**src/rtl/outport_arb_pkg.sv**
```systemverilog
// ---------------------------------------------------------------------------
// outport_arb_pkg
//   Shared definitions for the router output-port arbiter and its round-robin
//   picker: default port count and index width, port index names, the
//   arbiter state encoding and the default watchdog stall limit.
// ---------------------------------------------------------------------------
package outport_arb_pkg;

  localparam int ARB_NPORT   = 5;    // input ports competing for one output
  localparam int ARB_PTRW    = 3;    // width of a port index
  localparam int ARB_TIMEOUT = 255;  // default stall limit for the watchdog

  // Router port indices: 0 is the local core, 1-4 are the mesh directions.
  localparam int PORT_LOCAL = 0;
  localparam int PORT_NORTH = 1;
  localparam int PORT_EAST  = 2;
  localparam int PORT_SOUTH = 3;
  localparam int PORT_WEST  = 4;

  typedef enum logic {
    IDLE   = 1'b0,
    LOCKED = 1'b1
  } arb_state_e;

  // Next index after idx in a ring of n ports.
  function automatic int unsigned wrap_inc(int unsigned idx, int unsigned n);
    return (idx + 1 >= n) ? 0 : idx + 1;
  endfunction

endpackage

```
**src/rtl/outport_arb_rr_pick.sv**
```systemverilog
// ---------------------------------------------------------------------------
// outport_arb_rr_pick
//   Combinational round-robin priority picker. Returns the first set bit of
//   cand, searching upward from ptr and wrapping NPORT-1 -> 0. Reusable by
//   any allocator that needs a rotating-priority choice.
//
//   Ports:
//     cand  in  NPORT  candidate request vector
//     ptr   in  PTRW   highest-priority index for this search
//     pick  out PTRW   chosen index (0 when any=0)
//     any   out 1      at least one candidate present
// ---------------------------------------------------------------------------
module outport_arb_rr_pick
  import outport_arb_pkg::*;
#(
  parameter int NPORT = ARB_NPORT,
  parameter int PTRW  = ARB_PTRW
) (
  input  logic [NPORT-1:0] cand,
  input  logic [PTRW-1:0]  ptr,
  output logic [PTRW-1:0]  pick,
  output logic             any
);

  always_comb begin
    int idx;
    // NOTE: every variable driven here gets a value before any branch, so no
    // path leaves it unassigned and no latch is inferred.
    pick = '0;
    any  = 1'b0;
    idx  = 0;
    for (int i = 0; i < NPORT; i++) begin
      idx = int'(ptr) + i;
      if (idx >= NPORT) idx = idx - NPORT;
      if (!any && cand[idx]) begin
        any  = 1'b1;
        pick = PTRW'(idx);
      end
    end
  end

endmodule

```
**src/rtl/outport_arb.sv**
```systemverilog
// ---------------------------------------------------------------------------
// outport_arb
//   Wormhole switch arbiter for one router output port. In IDLE it picks a
//   head-flit requester round-robin; the winner keeps the port from head to
//   tail, then becomes lowest priority. There is always one IDLE cycle
//   between packets.
//
//   Optional feature (macro OUTARB_WATCHDOG_EN): a stall counter forces a
//   release, as if a tail had crossed, after TIMEOUT cycles without a flit,
//   and pulses timeout for that cycle. Without the macro timeout is 0 and
//   the lock is held until the tail.
//
//   Ports:
//     clk      in   1      clock
//     rst_     in   1      synchronous reset, active-high
//     req      in   NPORT  input i has a valid flit routed here
//     hd       in   NPORT  input i's flit is a head flit
//     tl       in   NPORT  input i's flit is a tail flit (hd=tl: single flit)
//     ordy     in   1      output channel accepts a flit this cycle
//     grt      out  NPORT  registered one-hot grant, zero when unlocked
//     owner    out  PTRW   granted input, valid while locked
//     locked   out  1      port reserved by a packet
//     xfer     out  1      combinational: a flit crosses this cycle
//     timeout  out  1      one-cycle pulse on a watchdog release
// ---------------------------------------------------------------------------
module outport_arb
  import outport_arb_pkg::*;
#(
  parameter int NPORT   = ARB_NPORT,
  parameter int PTRW    = ARB_PTRW,
  parameter int TIMEOUT = ARB_TIMEOUT
) (
  input  logic             clk,
  input  logic             rst_,
  input  logic [NPORT-1:0] req,
  input  logic [NPORT-1:0] hd,
  input  logic [NPORT-1:0] tl,
  input  logic             ordy,
  output logic [NPORT-1:0] grt,
  output logic [PTRW-1:0]  owner,
  output logic             locked,
  output logic             xfer,
  output logic             timeout
);

  if (PTRW < $clog2(NPORT) || TIMEOUT < 1) begin : g_bad_param
    $error("outport_arb: PTRW too narrow for NPORT or TIMEOUT < 1");
  end

  arb_state_e       state_q, state_d;
  logic [NPORT-1:0] grt_q, grt_d;
  logic [PTRW-1:0]  owner_q, owner_d;
  logic [PTRW-1:0]  ptr_q, ptr_d;
  logic             timeout_q, timeout_d;

  logic [PTRW-1:0]  pick;
  logic             any;
  logic             tail_rel;
  logic             wd_hit;

  // Only head flits may open a packet; body flits waiting here are ignored.
  outport_arb_rr_pick #(
    .NPORT (NPORT),
    .PTRW  (PTRW)
  ) u_pick (
    .cand (req & hd),
    .ptr  (ptr_q),
    .pick (pick),
    .any  (any)
  );

  // grt_q is zero in IDLE, so xfer needs no explicit state term.
  assign xfer     = grt_q[owner_q] & req[owner_q] & ordy;
  assign tail_rel = xfer & tl[owner_q];

`ifdef OUTARB_WATCHDOG_EN
  localparam int CNTW = ($clog2(TIMEOUT + 1) > 8) ? $clog2(TIMEOUT + 1) : 8;

  logic [CNTW-1:0] stall_q;

  // Cleared in IDLE, so it always starts from zero on entry to LOCKED; it
  // saturates at TIMEOUT until the release takes effect.
  always_ff @(posedge clk) begin
    if (rst_) begin
      stall_q <= '0;
    end else if (state_q != LOCKED || xfer) begin
      stall_q <= '0;
    end else if (stall_q != CNTW'(TIMEOUT)) begin
      stall_q <= stall_q + CNTW'(1);
    end
  end

  assign wd_hit = (state_q == LOCKED) && (stall_q == CNTW'(TIMEOUT));
`else
  assign wd_hit = 1'b0;
`endif

  always_comb begin
    state_d   = state_q;
    grt_d     = grt_q;
    owner_d   = owner_q;
    ptr_d     = ptr_q;
    timeout_d = 1'b0;
    unique case (state_q)
      IDLE: begin
        if (any) begin
          state_d = LOCKED;
          grt_d   = NPORT'(1) << pick;
          owner_d = pick;
        end
      end
      LOCKED: begin
        if (tail_rel || wd_hit) begin
          state_d   = IDLE;
          grt_d     = '0;
          ptr_d     = PTRW'(wrap_inc(int'(owner_q), NPORT));
          // A tail crossing in the same cycle is a normal release.
          timeout_d = wd_hit & ~tail_rel;
        end
      end
      default: state_d = IDLE;
    endcase
  end

  // NOTE: state registers use non-blocking assignments so every flop samples
  // its next value from the same pre-edge snapshot; reset is sampled on the
  // clock edge and wins over any in-flight packet.
  always_ff @(posedge clk) begin
    if (rst_) begin
      state_q   <= IDLE;
      grt_q     <= '0;
      owner_q   <= '0;
      ptr_q     <= '0;
      timeout_q <= 1'b0;
    end else begin
      state_q   <= state_d;
      grt_q     <= grt_d;
      owner_q   <= owner_d;
      ptr_q     <= ptr_d;
      timeout_q <= timeout_d;
    end
  end

  assign grt     = grt_q;
  assign owner   = owner_q;
  assign locked  = (state_q == LOCKED);
  assign timeout = timeout_q;

endmodule

```
**config.mk**
```make
export PLATFORM = sky130hd
export DESIGN_NAME = outport_arb
export DESIGN_NICKNAME = d
export VERILOG_FILES = /design/src/rtl/outport_arb_pkg.sv /design/src/rtl/outport_arb_rr_pick.sv /design/src/rtl/outport_arb.sv
export SDC_FILE = /design/constraint.sdc
export NUM_CORES = 1
export LEC_CHECK = 0
export CAP_MARGIN = 25
export CELL_PAD_IN_SITES_DETAIL_PLACEMENT = 1
export CELL_PAD_IN_SITES_GLOBAL_PLACEMENT = 2
export CORE_ASPECT_RATIO = 1.2
export CORE_MARGIN = 2
export CORE_UTILIZATION = 31
export DETAILED_ROUTE_END_ITERATION = 6
export PLACE_DENSITY_LB_ADDON = 0.12
export SYNTH_ARGS = -nofsm -noshare
export SYNTH_HDL_FRONTEND = slang
export SYNTH_SLANG_ARGS = --single-unit
```
**constraint.sdc**
```tcl
create_clock -name clk -period 4.79 [get_ports clk]
set_input_delay 1.1975 -clock clk [delete_from_list [all_inputs] [get_ports clk]]
set_output_delay 1.1975 -clock clk [all_outputs]
set_load 0.02 [all_outputs]
```
==> results.md <==
Worst setup path:
- The worst setup path is launched from an input pin.
- The nature of the critical path endpoint is an output port.
- At the worst endpoint, the required time is 3590 ps.
- The biggest fanout along the worst timing path is 4.
- For the worst setup path, the data arrival time is 2930 ps.
- The kind of critical path is in -> out.

Floorplanning:
- The initial core utilization is 32.3%.
- The core area is 5670 um2.
- The overall die width is 74.1 um.
- For this design the top-level I/O count stands at 29.
- The height of the die is 88.2 um.
- The number of placement rows is 30.
- The die outline area is 6540 um2.

Timing:
- The total count of max-transition violations in the final report came to 0.
- The remaining max-slew budget at the tightest pin is 53.5%.
- Setup repair after global routing left no endpoint under its margin.
- Dividing the final minimum period by the clock period gives 86.3%.
- The largest clock skew in the final design is 4.59 ps.
- The accumulated negative setup slack is 0 ps.
- Based on the critical path, the design can be clocked at up to 242 MHz.
- For the pin with the worst max-slew slack, the measured transition is 691 ps.
- Counting I/O delays and the setup requirement, the final critical path takes 4130 ps.
- Setup violations remaining at the end of the flow were counted as 0.
- The number of failing hold endpoints at the final stage was 0.

Power and ir drop:
- The total power per unit cell area is 175 nW/um2.
- The overall power is 389 uW.
- The worst-case IR drop observed on VDD is 0.175 mV.
- For this design the static power due to leakage is 0.000764 uW.

Clock network:
- TritonCTS built the clock tree.
- Clock-pin slew was measured on the worst setup and hold paths at 60 ps.
- The post-cts sizing count is 0.
- After clock tree synthesis, the setup repair step added 0 buffers.
- The number of clock sinks is 12.
- The clock passes through at most 2 buffers.
- The clock buffer count from CTS is 3.
- CTS built an H-tree with a depth of 1.
- The number of hold buffers added after CTS was 0.
- The root buffer cell is sky130_fd_sc_hd__clkbuf_8.
- The clock insertion delay at the later pin of the skew report is 240 ps.

Layout:
- Fill cells in the final layout number 722.
- Of the cells placed in the final design, the portion with a size suffix greater than 1 is 8.76%.
- The post-synthesis to final-layout area growth is 21.2%.
- After the last flow step, the layout net total stands at 305.
- 0 antenna diodes ended up in the layout.

GRT:
- The initial antenna violation count came to 0.
- Entering global routing, the biggest net connects 28 pins.
- The first global-routing pass estimated 10600 um of wire.
- The routing usage on met3 is 1.61%.
- The via count of the first global-routing pass is 2088.
- The overall routing resource usage is 21.2%.
- Global routing finished with a remaining overflow of 0.
- The most crowded layer after global routing is met2.
- Global routing used 39.4% of the available met2 tracks.
- The met1 layer usage reported by global route is 25.6%.

Synth:
- The synthesized design contains 12 register bits.
- A synthesized cell averages 7.24 um2.
- The count of different cell masters after synthesis is 65.
- The number of nets in the synthesized netlist is 283.
- After synthesis, the share of flip-flops with an asynchronous set or reset is 0%.
- The count of synthesis-stage warnings from yosys is 0.
- The number of enable-type register cells in the synthesized netlist is 0.
- The most common cell in the synthesized netlist is sky130_fd_sc_hd__nor2_1.
- By area, the combinational part of the netlist is dominated by compound AO/OA/AOI/OAI gates.
- The most used flip-flop cell after synthesis is sky130_fd_sc_hd__dfxtp_1.
- The leading area contributor after synthesis is sky130_fd_sc_hd__dfxtp_1.
- After synthesis, the share of cell area in mux cells is 6.43%.
- After synthesis the cells add up to 1830 um2.
- The share of the Yosys chip area taken by registers is 13.1%.
- Summing the areas of all xor and xnor instances in the mapped netlist gives 1.44% of the synthesized area.
- Counting instances in the post-synthesis netlist gives the leading cell types as sky130_fd_sc_hd__nor2_1 (21), sky130_fd_sc_hd__nand2_1 (20), sky130_fd_sc_hd__a21oi_1 (17).
- The simple-gate portion of the synthesized area is 30.1%.
- The adder and majority gate portion of the synthesized area is 8.61%.
- By area the synthesized netlist is led by sky130_fd_sc_hd__dfxtp_1 (13%), sky130_fd_sc_hd__ha_1 (7.5%), sky130_fd_sc_hd__a21oi_1 (4.6%).
- The synthesized netlist cell count is 253.
- The compound-cell area share of the yosys netlist is 33.6%.
- The top cell type by area accounts for 13.1% of the synthesized area.

Placed design:
- The count of port buffers added during placement is 27.
- The HPWL after detailed placement is 5210 um.
- The placer congestion estimate is 0.833.

Outcome:
- The run finished with clean final reports.

Routing:
- Once detail routing completed, the nets flagged for antenna violations numbered 0.
- The length of the first detailed-routing pass in iterations is 4.
- In this run, the number of DRC markers left after iteration 0 of detailed routing was 93.
- For this block, the via count after detailed routing is 2043.
- The routed length per instance is 18.2 um.
- The routed design has 6440 um of wire.
- Dividing the detail-routed via count by the number of cells gives 5.77.
- The final routed DRC violation total is 0.

Run:
- The tool flagged a number of max-cap violations equal to 0.

Hold path:
- The class of the worst hold path is reg -> reg.
-- routing by layer --
metal | up-vias | part of all wire (%)
li1 | 1012 | -
met4 | 0 | 1.9
met2 | 45 | 51
met1 | 976 | 45
met3 | 10 | 2.4
met5 | - | 0
-- worst paths after layout --
path / slack (ps) / from / depth (start not counted) / end
min: 490 / grt[1] / 2 / grt[1]
min reg2reg: 490 / grt[1] / 2 / grt[1]
max: 660 / req[0] / 6 / xfer
max reg2reg: 700 / ptr_q[1] / 11 / grt[2]
-- per-stage QoR --
step	area (um2)	std cells	hold WS, ps	utilization, %	worst slack, ps
2_1_floorplan	1830	253	541	-	937
3_3_place_gp	2160	350	487	38.2	582
3_5_place_dp	2160	350	484	38.2	619
4_1_cts	2220	354	495	39.1	642
5_1_grt	2220	354	510	39.1	404
6_report	2220	354	494	39.1	658
-- where the power goes --
| part | switching (uW) | total [uW] | internal [uW] | leakage, uW |
|---|---|---|---|---|
| Sequential | 12.8 | 120 | 107 | 0.0000978 |
| Combinational | 85.6 | 154 | 68.2 | 0.000637 |
| Clock | 42.7 | 115 | 72.8 | 0.0000288 |
-- state kept, by name (all words and copies together), names as in the netlist --
name,count
grt,5
ptr_q,3
locked,1
owner,3
-- worst max-delay path, cell delays in order --
cell and delay (ps):
sky130_fd_sc_hd__clkdlybuf4s50_1 530, sky130_fd_sc_hd__nand2_1 70, sky130_fd_sc_hd__o21ai_0 150, sky130_fd_sc_hd__nand3_1 90, sky130_fd_sc_hd__a21oi_1 230, sky130_fd_sc_hd__clkdlybuf4s50_1 660
-- kinds of logic (layout without fill, tap and decap cells) --
logic type / count (synthesis) / after routing
other: 1 / 1
AOI/OAI and AO/OA: 82 / 82
adders and majority gates: 12 / 12
xor gates and xnor gates: 3 / 3
muxes: 9 / 9
and+or+nand+nor: 106 / 106
DFF: 12 / 12
buffers and inverters: 28 / 49
-- cells in the final DEF, fill, tap and decap left out, drive strengths merged, types with 4 or more instances in the layout --
cell type      count
a211oi             4
a21oi             18
a31oi              7
a32o               4
buf                4
clkbuf             4
clkdlybuf4s50     27
dfxtp             12
ha                11
inv               13
mux2i              5
nand2             21
nand2b             8
nand3             11
nor2              21
nor2b              5
nor3              12
nor4              10
o211ai             6
o21ai              6
o31ai              4
-- final cells by class --
type	instances	area [um2]	share of cell area, %
inverters	14	52.6	2.37
well taps	80	100	4.51
flip-flops and latches	12	240	10.8
repair buffers	31	300	13.5
multi-input cells	213	1470	66.3
clock buffers	4	55.1	2.48
(Power assumes the default switching activity.)
==> RTL edit 1, RTL diff (config.mk and constraints unchanged) <==
Put one more register stage on the output `timeout`, cleared by the reset. The value now appears one clock later. The other outputs are not delayed to match. Comments in the files are not updated.
--- a/src/rtl/outport_arb.sv
+++ b/src/rtl/outport_arb.sv
@@ -145,5 +145,11 @@
   assign owner   = owner_q;
   assign locked  = (state_q == LOCKED);
-  assign timeout = timeout_q;
+  always_ff @(posedge clk) begin
+    if (rst_) begin
+      timeout <= '0;
+    end else begin
+      timeout <= timeout_q;
+    end
+  end
 
 endmodule
Formal check against the unedited RTL: equivalent (equiv_simple and equiv_induct, registers matched by name and starting in step).
==> RTL edit 1 against the unedited design <==
- power is 8.1% lower
- worst setup slack better by 0.072 ns
- sequential cell count stayed put
- via count is 9.8% lower
- count of clock-buffer cells in the layout is 1 lower
- area after synthesis is 5.1% lower
- largest power group unchanged
- cell area is 5.0% lower
- wire length is 9.7% lower
- largest cell class unchanged
==> RTL edit 1: results (changes against the unedited design) <==
Largest net degree at the start of global routing -> 33 (was 28)
Seq/Total Area, Yosys -> 0.138 (was 0.131)
Clock Skews -> 0.00674 ns (was 0.00459 ns)
Syn Nets -> 259 (was 283)
Synth Area per Inst -> 7.59 um2 (was 7.24 um2)
Mux contribution to synthesized area -> 0.0886 (was 0.0643)
Final net count -> 284 (was 305)
Met3 routed WL -> 152 um (was 156 um)
Xor/xnor cell area share of the yosys netlist -> 0.0252 (was 0.0144)
Fill cell count -> 655 (was 722)
Vias per Instance -> 5.87 (was 5.77)
FF-to-FF End -> grt[0] (was grt[2])
Worst Path Arrival -> 2.86 ns (was 2.93 ns)
Clock root buffer -> clkbuf_8 (unchanged)
Gr usage total -> 0.203 (was 0.212)
Reg-to-reg slack, setup -> 1.30 ns (was 0.70 ns)
FF-to-FF Start -> ptr_q[0] (was ptr_q[1])
Worst VDD drop -> 128 uV (was 175 uV)
Top cells by instance count after synthesis -> nand2_1, nor2_1, a21oi_1, nand3_1, dfxtp_1 (was nor2_1, nand2_1, a21oi_1)
M1 WL -> 2580 um (was 2870 um)
Actual slew at the worst max-slew pin -> 0.515 ns (was 0.691 ns)
Post-Route WL -> 5810 um (was 6440 um)
Layout cell share with drive strength beyond 1 -> 0.103 (was 0.0876)
Met2 Wirelength -> 3010 um (was 3290 um)
Post-Synth Adder-Cell Area -> 0.0907 (was 0.0861)
Pleak -> 0.852 nW (was 0.764 nW)
Gpl congestion -> 0.878 (was 0.833)
Crit Path Max Fanout -> 5 (was 4)
DP HPWL -> 4770 um (was 5210 um)
Layout Cells excl Fill -> 314 (was 354)
Number of global-route vias before repair -> 1931 (was 2088)
Synth Area in Compound Gates -> 0.319 (was 0.336)
Synth area leaders -> dfxtp_1, ha_1, nand2_1 (was dfxtp_1, ha_1, a21oi_1)
First-pass GRT wire length -> 9870 um (was 10600 um)
Internal Power -> 0.000230 W (was 0.000248 W)
Status -> completed (unchanged)
RTL edit 1: cells by family (layout without fill, tap and decap cells):
family,Yosys count,count (layout)
flip-flops,12,12
AND/OR/NAND/NOR,95,95
adder cells (fa/ha/maj),12,12
XOR/XNOR,5,5
buffers and inverters,22,45
multiplexers,12,12
other,1,1
AO/OA/AOI/OAI,70,70
RTL edit 1: stage by stage:
| stage | worst slack [ns] | instance area (um2) | power (W) |
|---|---|---|---|
| after floorplan | 1.46 | 1740 | 0.000210 |
| after global placement | 0.706 | 2070 | 0.000267 |
| after detailed placement | 0.719 | 2070 | 0.000267 |
| after CTS | 0.704 | 2110 | 0.000361 |
| after global routing | 0.570 | 2110 | 0.000381 |
| final | 0.729 | 2110 | 0.000358 |
RTL edit 1: critical path, stage by stage:
cell,delay (ns)
clkdlybuf4s50_1,0.56
nand2_1,0.07
o21ai_0,0.14
nand3_1,0.09
a21oi_1,0.17
clkdlybuf4s50_1,0.63
RTL edit 1: power by group through the flow:
| stage | sequential [W] | clock (W) | combinational [W] |
|---|---|---|---|
| 2_1_floorplan | 0.000122 | 0 | 0.0000881 |
| 3_3_place_gp | 0.000119 | 0 | 0.000148 |
| 3_5_place_dp | 0.000119 | 0 | 0.000148 |
| 4_1_cts | 0.000117 | 0.0000955 | 0.000149 |
| 5_1_grt | 0.000118 | 0.000101 | 0.000162 |
| 6_report | 0.000117 | 0.0000938 | 0.000147 |
RTL edit 1: per-layer routing:
| layer | vias up | GRT usage |
|---|---|---|
| met5 | - | 0 |
| met4 | 0 | 0.0549 |
| met3 | 6 | 0.0153 |
| met2 | 40 | 0.370 |
| met1 | 893 | 0.251 |
| li1 | 903 | - |
RTL edit 1: how the worst min path moves through the flow:
stage,end,depth (start not counted),slack (ns),startpoint
after floorplan,grt[3],1,0.55,grt[3]
after CTS,grt[3],1,0.50,grt[3]
after detailed placement,grt[3],1,0.49,grt[3]
final,grt[3],1,0.49,grt[3]
after global routing,grt[3],1,0.53,grt[3]
after global placement,grt[3],1,0.50,grt[3]
RTL edit 1: cell type report:
type,instances,area share
multi-input cells,195,0.668
inverters,11,0.0196
well taps,62,0.0368
repair buffers,31,0.142
flip-flops and latches,12,0.114
clock buffers,3,0.0196
==> RTL edit 2, RTL diff (same flow settings) <==
Without the edit above. Add a define of `OUTARB_WATCHDOG_EN`.
--- a/src/rtl/outport_arb.sv
+++ b/src/rtl/outport_arb.sv
@@ -24,4 +24,6 @@
 //     timeout  out  1      one-cycle pulse on a watchdog release
 // ---------------------------------------------------------------------------
+`define OUTARB_WATCHDOG_EN
+
 module outport_arb
   import outport_arb_pkg::*;
Function: no difference found for any inputs over 10 cycles, from zero or initial values and one cycle with rst_ high; that may be too few to reach the edited logic, so the function may still have changed.
==> RTL edit 2 against the unedited design <==
- first-iteration DRC count down 4.3%
- largest power group is now sequential cells
- register-to-register slack gained 0.27 ns
- global-route usage is 1.8 points lower
- combinational power up 13%
- sequential share of layout area increased by 5.2 points
- area after synthesis increased by 21%
- power up 27%
- worst setup slack improved by 0.063 ns
- wire length up 12%
- sequential power rose by 66%
- sequential cell count up 9
- highest routed layer unchanged
- cell area is 18% higher
==> RTL edit 2: results (changes against the unedited design) <==
Clk Latency, worst-skew pair -> 0.26 ns (was 0.24 ns)
Top cells by instance count after synthesis -> nand3_1, dfxtp_1, a21oi_1, nand2_1 (was nor2_1, nand2_1, a21oi_1)
Met1 usage -> 0.241 (was 0.256)
Clk pin slew, worst setup/hold paths -> 0.09 ns (was 0.06 ns)
Final net count -> 347 (was 305)
Gr usage total -> 0.194 (was 0.212)
Repair and plain buffers -> 32 (was 31)
DP HPWL -> 5710 um (was 5210 um)
Worst slew margin -> 0.557 (was 0.535)
Pleak -> 0.935 nW (was 0.764 nW)
Multi-input gate area -> 1660 um2 (was 1470 um2)
Met3 capacity usage during global routing -> 0.0121 (was 0.0161)
Number of global-route vias before repair -> 2263 (was 2088)
Vias -> 2285 (was 2043)
Seq area share -> 0.160 (was 0.108)
Max reg flops -> 8 (was 5)
Status -> completed (unchanged)
DR iter-0 viols -> 89 (was 93)
Internal Power -> 0.000319 W (was 0.000248 W)
Combinational group share of total power -> 0.351 (was 0.395)
Layout cell share with drive strength beyond 1 -> 0.0825 (was 0.0876)
# port buffers -> 28 (was 27)
Hold path startpoint -> stall_q[1] (was grt[1])
Logic inverters -> 20 (was 14)
Fill cell count -> 867 (was 722)
Worst Path Arrival -> 2.87 ns (was 2.93 ns)
Met2 usage -> 0.358 (was 0.394)
Met2 Wirelength -> 3660 um (was 3290 um)
CP startpoint -> req[2] (was req[0])
Clock Skews -> 0.00713 ns (was 0.00459 ns)
Gpl congestion -> 0.843 (was 0.833)
Synth area leaders -> dfxtp_1, ha_1, nand3_1 (was dfxtp_1, ha_1, a21oi_1)
Combinational group power -> 0.000174 W (was 0.000154 W)
Comb_multi_in -> 238 (was 213)
Largest stage delay, worst path -> 0.60 ns (was 0.66 ns)
Seq/Total Area, Yosys -> 0.190 (was 0.131)
Clk pwr -> 0.000121 W (was 0.000115 W)
First-pass GRT wire length -> 11600 um (was 10600 um)
Clock-cell share of area -> 0.0186 (was 0.0248)
WL per Instance -> 18.0 um (was 18.2 um)
Met3 routed WL -> 122 um (was 156 um)
M1 WL -> 3310 um (was 2870 um)
Seq Cell Count -> 21 (was 12)
Largest net degree at the start of global routing -> 20 (was 28)
Syn Nets -> 322 (was 283)
FF-to-FF Start -> ptr_q[0] (was ptr_q[1])
-- RTL edit 2: path summary, 6_finish.rpt --
| path | to | slack [ns] | cells past startpoint |
|---|---|---|---|
| worst min register to register | stall_q[1] | 0.48 | 2 |
| worst min-delay path | stall_q[1] | 0.48 | 2 |
| worst max-delay path | xfer | 0.72 | 6 |
| worst max register to register | grt[0] | 0.97 | 13 |
-- RTL edit 2: stage by stage --
step                      cell area, um2  std cells  setup WS [ns]
after global placement              2580        398          0.617
after detailed placement            2580        398          0.533
after global routing                2630        402          0.510
after CTS                           2630        402          0.703
final                               2630        402          0.721
after floorplan                     2210        291           1.10
-- RTL edit 2: cell families (layout without fill, tap and decap cells) --
family	count (synthesis)	in the layout	share of synthesized area
simple gates	122	122	0.319
buf+inv	32	56	0.0594
compound gates	91	91	0.296
fa+ha+maj	13	13	0.0769
xor+xnor	4	4	0.0158
mux	8	8	0.0424
flops	21	21	0.190
